==> src/rtl/step_clock_gen_if.sv <==
// Signal bundle between the step clock generator and its consumers.
// master = generator side, slave = board / CPU side.
interface step_clock_gen_if #(
  parameter int CNT_W = 16
);
  logic             btn_raw;
  logic             run_en;
  logic             step_clk;
  logic             step_pulse;
  logic             btn_level;
  logic [CNT_W-1:0] step_count;
  logic [1:0]       fsm_state;   // debug view of the pulse FSM

  modport master (
    input  btn_raw, run_en,
    output step_clk, step_pulse, btn_level, step_count, fsm_state
  );

  modport slave (
    output btn_raw, run_en,
    input  step_clk, step_pulse, btn_level, step_count, fsm_state
  );
endinterface

==> src/rtl/step_clock_gen.sv <==
// Single-step clock generator: synchronises and debounces a push-button and
// emits one fixed-width clock pulse per press, or periodic pulses in auto-run.
module step_clock_gen #(
  parameter int DEBOUNCE_CYCLES   = 1000000,
  parameter int PULSE_HIGH_CYCLES = 4,
  parameter int RUN_DIV           = 25000000,
  parameter int CNT_W             = 16
) (
  input  logic             clk,
  input  logic             rst,
  step_clock_gen_if.master bus
);

  localparam int DB_W  = (DEBOUNCE_CYCLES   > 1) ? $clog2(DEBOUNCE_CYCLES)   : 1;
  localparam int DIV_W = (RUN_DIV           > 1) ? $clog2(RUN_DIV)           : 1;
  localparam int PH_W  = (PULSE_HIGH_CYCLES > 1) ? $clog2(PULSE_HIGH_CYCLES) : 1;

  localparam logic [DB_W-1:0]  DB_LAST  = DB_W'(DEBOUNCE_CYCLES - 1);
  localparam logic [DIV_W-1:0] DIV_LAST = DIV_W'(RUN_DIV - 1);
  localparam logic [PH_W-1:0]  PH_LAST  = PH_W'(PULSE_HIGH_CYCLES - 1);

  localparam logic [1:0] ST_IDLE = 2'd0;
  localparam logic [1:0] ST_HIGH = 2'd1;
  localparam logic [1:0] ST_LOW  = 2'd2;

  logic             sync1, sync2;
  logic [DB_W-1:0]  db_cnt;
  logic             btn_level_q, btn_prev;
  logic [DIV_W-1:0] div_cnt;
  logic [1:0]       state;
  logic [PH_W-1:0]  phase;
  logic             step_clk_q, step_pulse_q;
  logic [CNT_W-1:0] step_count_q;
  logic             man_req, auto_req, req;

  // Two-flop synchroniser on the asynchronous button.
  always_ff @(posedge clk or posedge rst) begin
    if (rst) begin
      sync1 <= 1'b0;
      sync2 <= 1'b0;
    end else begin
      sync1 <= bus.btn_raw;
      sync2 <= sync1;
    end
  end

  // Level flips only after DEBOUNCE_CYCLES consecutive disagreeing samples.
  always_ff @(posedge clk or posedge rst) begin
    if (rst) begin
      db_cnt      <= '0;
      btn_level_q <= 1'b0;
      btn_prev    <= 1'b0;
    end else begin
      btn_prev <= btn_level_q;
      if (sync2 != btn_level_q) begin
        if (db_cnt == DB_LAST) begin
          btn_level_q <= sync2;
          db_cnt      <= '0;
        end else begin
          db_cnt <= db_cnt + 1'b1;
        end
      end else begin
        db_cnt <= '0;
      end
    end
  end

  // Divider is parked at zero in manual mode so the first tick is a full period away.
  always_ff @(posedge clk or posedge rst) begin
    if (rst) begin
      div_cnt <= '0;
    end else if (!bus.run_en || div_cnt == DIV_LAST) begin
      div_cnt <= '0;
    end else begin
      div_cnt <= div_cnt + 1'b1;
    end
  end

  always_comb begin
    man_req  = btn_level_q & ~btn_prev & ~bus.run_en;
    auto_req = bus.run_en & (div_cnt == DIV_LAST);
    req      = man_req | auto_req;
  end

  // Requests are only accepted in IDLE; anything arriving mid-pulse is dropped.
  always_ff @(posedge clk or posedge rst) begin
    if (rst) begin
      state        <= ST_IDLE;
      phase        <= '0;
      step_clk_q   <= 1'b0;
      step_pulse_q <= 1'b0;
      step_count_q <= '0;
    end else begin
      step_pulse_q <= 1'b0;
      case (state)
        ST_IDLE: begin
          step_clk_q <= 1'b0;
          if (req) begin
            state        <= ST_HIGH;
            phase        <= '0;
            step_clk_q   <= 1'b1;
            step_pulse_q <= 1'b1;
            step_count_q <= step_count_q + 1'b1;
          end
        end
        ST_HIGH: begin
          if (phase == PH_LAST) begin
            state      <= ST_LOW;
            phase      <= '0;
            step_clk_q <= 1'b0;
          end else begin
            phase <= phase + 1'b1;
          end
        end
        ST_LOW: begin
          if (phase == PH_LAST) begin
            state <= ST_IDLE;
            phase <= '0;
          end else begin
            phase <= phase + 1'b1;
          end
        end
        default: begin
          state      <= ST_IDLE;
          phase      <= '0;
          step_clk_q <= 1'b0;
        end
      endcase
    end
  end

  assign bus.step_clk   = step_clk_q;
  assign bus.step_pulse = step_pulse_q;
  assign bus.btn_level  = btn_level_q;
  assign bus.step_count = step_count_q;
  assign bus.fsm_state  = state;

endmodule

==> src/flat_wrapper.sv <==
// flat-port wrapper written by rule: the top's interface ports become plain ports
module step_clock_gen_flat 
#(
  parameter int DEBOUNCE_CYCLES   = 1000000,
  parameter int PULSE_HIGH_CYCLES = 4,
  parameter int RUN_DIV           = 25000000,
  parameter int CNT_W             = 16
)
  (clk, rst, bus_btn_raw, bus_run_en, bus_step_clk, bus_step_pulse, bus_btn_level, bus_step_count, bus_fsm_state);
  step_clock_gen_if #(.CNT_W(CNT_W)) bus_i ();
  input  logic clk;
  input  logic rst;
  input wire logic [$bits(bus_i.btn_raw)-1:0] bus_btn_raw;
  input wire logic [$bits(bus_i.run_en)-1:0] bus_run_en;
  output wire logic [$bits(bus_i.step_clk)-1:0] bus_step_clk;
  output wire logic [$bits(bus_i.step_pulse)-1:0] bus_step_pulse;
  output wire logic [$bits(bus_i.btn_level)-1:0] bus_btn_level;
  output wire logic [$bits(bus_i.step_count)-1:0] bus_step_count;
  output wire logic [$bits(bus_i.fsm_state)-1:0] bus_fsm_state;
  assign bus_i.btn_raw = bus_btn_raw;
  assign bus_i.run_en = bus_run_en;
  assign bus_step_clk = bus_i.step_clk;
  assign bus_step_pulse = bus_i.step_pulse;
  assign bus_btn_level = bus_i.btn_level;
  assign bus_step_count = bus_i.step_count;
  assign bus_fsm_state = bus_i.fsm_state;
  step_clock_gen #(.DEBOUNCE_CYCLES(DEBOUNCE_CYCLES), .PULSE_HIGH_CYCLES(PULSE_HIGH_CYCLES), .RUN_DIV(RUN_DIV), .CNT_W(CNT_W)) u_core (.clk(clk), .rst(rst), .bus(bus_i));
endmodule
==> config.mk <==
export PLATFORM = sky130hd
export DESIGN_NAME = step_clock_gen_flat
export DESIGN_NICKNAME = d
export VERILOG_FILES = /design/src/rtl/step_clock_gen_if.sv /design/src/rtl/step_clock_gen.sv /design/src/flat_wrapper.sv
export SDC_FILE = /design/constraint.sdc
export NUM_CORES = 1
export LEC_CHECK = 0
export ABC_CLOCK_PERIOD_IN_PS = 4300
export CAP_MARGIN = 20
export CORE_MARGIN = 8
export CORE_UTILIZATION = 55
export CTS_CLUSTER_SIZE = 16
export DETAILED_ROUTE_END_ITERATION = 10
export GPL_ROUTABILITY_DRIVEN = 0
export HOLD_SLACK_MARGIN = 0.06
export PLACE_DENSITY = 0.83
export RECOVER_POWER = 25
export SLEW_MARGIN = 10
export SYNTH_ARGS = -nofsm -noshare
export SYNTH_HDL_FRONTEND = slang
export SYNTH_SLANG_ARGS = --single-unit
==> constraint.sdc <==
create_clock -name clk -period 4.3 [get_ports clk]
set_clock_uncertainty 0.05 [all_clocks]
set_input_delay 0.86 -clock clk [delete_from_list [all_inputs] [get_ports clk]]
set_output_delay 0.86 -clock clk [all_outputs]
set_load 0.005 [all_outputs]
==> impl_metrics.json <==
{
  "required_ns": 4.76,
  "fin_ws_ns": 1.586,
  "clk_path_buf_depth": 2,
  "port_buffers": 24,
  "dp_hpwl_mm": 4.616,
  "cts_buffers": 9,
  "final.setup.tns_ns": 0,
  "vias_per_cell": 5.586,
  "status": "finished with violations",
  "post-route-util_pct": 63.90,
  "final_max_slew_viol_count": 48,
  "maxCapViolCount": 1,
  "cp-end-kind": "async pin",
  "hold_viol_final": 0,
  "worst_pin_slew_ns": 1.732,
  "hp-class": "flip-flop to flip-flop",
  "ir_drop_mv": 0.2149,
  "critical_path_arrival_ns": 3.17,
  "max_freq_ghz": 0.3685,
  "yosys.area.top_type": "dfrtp_1",
  "cts-root-buf": "clkbuf_8",
  "path_clk_slew_ns": 0.07,
  "cp-start-kind": "input port",
  "fin_crit_sh_pct": 63.11,
  "num_antenna_cells": 0,
  "start_util_pct": 55.86,
  "syn_nets": 352,
  "synth-edff-count": 0,
  "core_mm2": 0.006205,
  "synth-async-reset-ratio_pct": 100.0,
  "slew_headroom_pct": -15.58,
  "synth_area_leaders": "dfrtp_1, xor2_1, nor2_1",
  "critical_path_class": "input port to async pin",
  "grt_pass1_vias": 2542,
  "crit_fanout": 47,
  "postCtsSetupBuffers": 0,
  "cts.htree.levels": 3,
  "grt.total_usage_pct": 16.71,
  "final_antenna_net_count": 0,
  "dr.pass1.iters": 4,
  "power.density_mw_per_mm2": 313.9,
  "syn_avg_cell_area_um2": 10.19,
  "finalWirelength_mm": 6.845,
  "dieWidth_um": 95.38,
  "synth_top_family_by_area": "simple AND/OR/NAND/NOR gates",
  "drive_above_1_share_pct": 6.989,
  "synthMuxAreaShare_pct": 1.300,
  "synth_top_area_share_pct": 51.26,
  "synth_compound_area_share_pct": 1.661,
  "synth_seq_cells": 71,
  "cts_sinks": 71,
  "num_io_pins": 25,
  "grt_antenna_before_repair": 0,
  "grt_pass1_wl_mm": 11.85,
  "num_rows": 29,
  "synthAdderAreaFrac_pct": 2.888,
  "grt_max_degree": 48,
  "hold_buffers": 0,
  "insertion_delay_ns": 0.35,
  "synth.distinct_cells": 39,
  "ys_warn_count": 0,
  "period_needed_ns": 2.714,
  "initialDrtViolationCount": 137,
  "fillCellCount": 494,
  "synth_cells": 340,
  "fin_total_pwr_mw": 1.244,
  "pre_cts_ws_ns": 1.359,
  "violations": "max-capacitance violations, max-slew violations",
  "dieArea_mm2": 0.009097,
  "rsz0062_at_grt": "no",
  "fin_nets": 379,
  "routedWlPerCell_um": 15.24,
  "synthXorXnorAreaFrac_pct": 14.15,
  "area_growth_pct": 14.40,
  "synth-simple-area-share_pct": 26.68,
  "synthFlopType": "dfrtp_1",
  "overflow": 0,
  "post_cts_resized": 0,
  "drcViolationCount": 0,
  "synthesis.area_mm2": 0.003466,
  "yosysSeqAreaShare_pct": 51.26,
  "cts_tree": "done",
  "leakage_nw": 1.744,
  "setup_violations": 0,
  "num_vias": 2508,
  "fp.dieH_um": 95.38
}
## Yosys cell counts (2+ instances only)
cell type   n
dfrtp_1    71
nor2_1     55
xor2_1     36
nand2_1    25
nand3_1    22
xnor2_1    20
nand4_1    17
nor4_1     10
and3_1      9
inv_1       9
ha_1        8
clkbuf_1    6
nor3_1      6
mux2_2      4
and4_1      3
buf_2       3
nand4b_1    3
nor3_2      3
o21ai_0     3
a21oi_1     2
and2_0      2
nand2b_1    2
nor3b_1     2
nor4b_2     2
or3_1       2
or4_1       2
## logic make-up (layout without fill, tap and decap cells)
group,count (synthesis),after routing
and+or+nand+nor,174,174
DFF,71,71
xor gates and xnor gates,56,56
buffers and inverters,18,50
AOI/OAI and AO/OA,9,9
adders and majority gates,8,8
muxes,4,4
## power breakdown
| part | internal [mW] | switching, mW |
|---|---|---|
| combinational | 0.00787 | 0.0240 |
| clock | 0.284 | 0.251 |
| sequential | 0.673 | 0.00508 |
## worst max-delay path: stages
cell and delay, ns:
dlygate4sd3_1 0.54, inv_1 1.24, buf_4 0.51
## layout make-up
type / count / area (µm²) / share of cell area, %
Clock buffer: 11 / 141.4 / 3.566
Clock inverter: 5 / 57.56 / 1.452
Inverter: 9 / 33.78 / 0.8520
Multi-Input combinational cell: 251 / 1612 / 40.64
Sequential cell: 71 / 1777 / 44.81
Tap cell: 77 / 96.34 / 2.430
Timing Repair Buffer: 25 / 247.7 / 6.248
## state kept, by name, summed over array words and instances (netlist names)
signal	cells
u_core.div_cnt	25
u_core.db_cnt	20
u_core.bus.step_count	16
u_core.bus.fsm_state	2
u_core.phase	2
u_core.btn_prev	1
u_core.bus.btn_level	1
u_core.bus.step_clk	1
u_core.bus.step_pulse	1
u_core.sync1	1
u_core.sync2	1
## path summary, 6_finish.rpt
kind / startpoint / end / slack, ns / cells after the start
worst min-delay path: u_core.sync1 / u_core.sync2 / 0.30 / 0
min in group asynchronous: rst / u_core.db_cnt[10] / 1.47 / 2
worst max-delay path: rst / u_core.div_cnt[19] / 1.59 / 3
worst max register to register: u_core.div_cnt[9] / u_core.bus.step_count[1] / 1.72 / 6
worst min register to register: u_core.sync1 / u_core.sync2 / 0.30 / 0
max in group clk: bus_run_en / u_core.bus.step_count[1] / 1.70 / 7
## per-layer routing
metal  vias up  global-route usage (%)  share of wire, %
met5         -                       0                 0
met4         0                   9.219               1.7
met3        12                   4.646               4.1
met2        58                   25.37                46
met1      1215                   21.20                48
li1       1223                       -                 -
## metrics by stage
step	std cells	hold WS [ns]	cell area, µm²
floorplan	340	0.2812	3466
global placement	433	0.2892	3772
detailed placement	433	0.2886	3772
CTS	449	0.3049	3971
global route	449	0.3255	3965
finish	449	0.3044	3965
## cell usage in the layout (no fill, tap or decap), drive strengths merged, types with 2 or more instances in the layout
| cell | n |
|---|---|
| dfrtp | 71 |
| nor2 | 55 |
| xor2 | 36 |
| nand2 | 25 |
| nand3 | 22 |
| clkdlybuf4s50 | 22 |
| xnor2 | 20 |
| nand4 | 17 |
| nor4 | 11 |
| clkbuf | 11 |
| inv | 9 |
| and3 | 9 |
| nor3 | 9 |
| ha | 8 |
| mux2 | 4 |
| clkinv | 4 |
| and4 | 3 |
| nand4b | 3 |
| o21ai | 3 |
| nor4b | 3 |
| and2 | 3 |
| a21oi | 3 |
| or4 | 2 |
| nor3b | 2 |
| nand2b | 2 |
| or3 | 2 |
| dlygate4sd3 | 2 |
No activity file was read; power rests on OpenSTA's default activity.
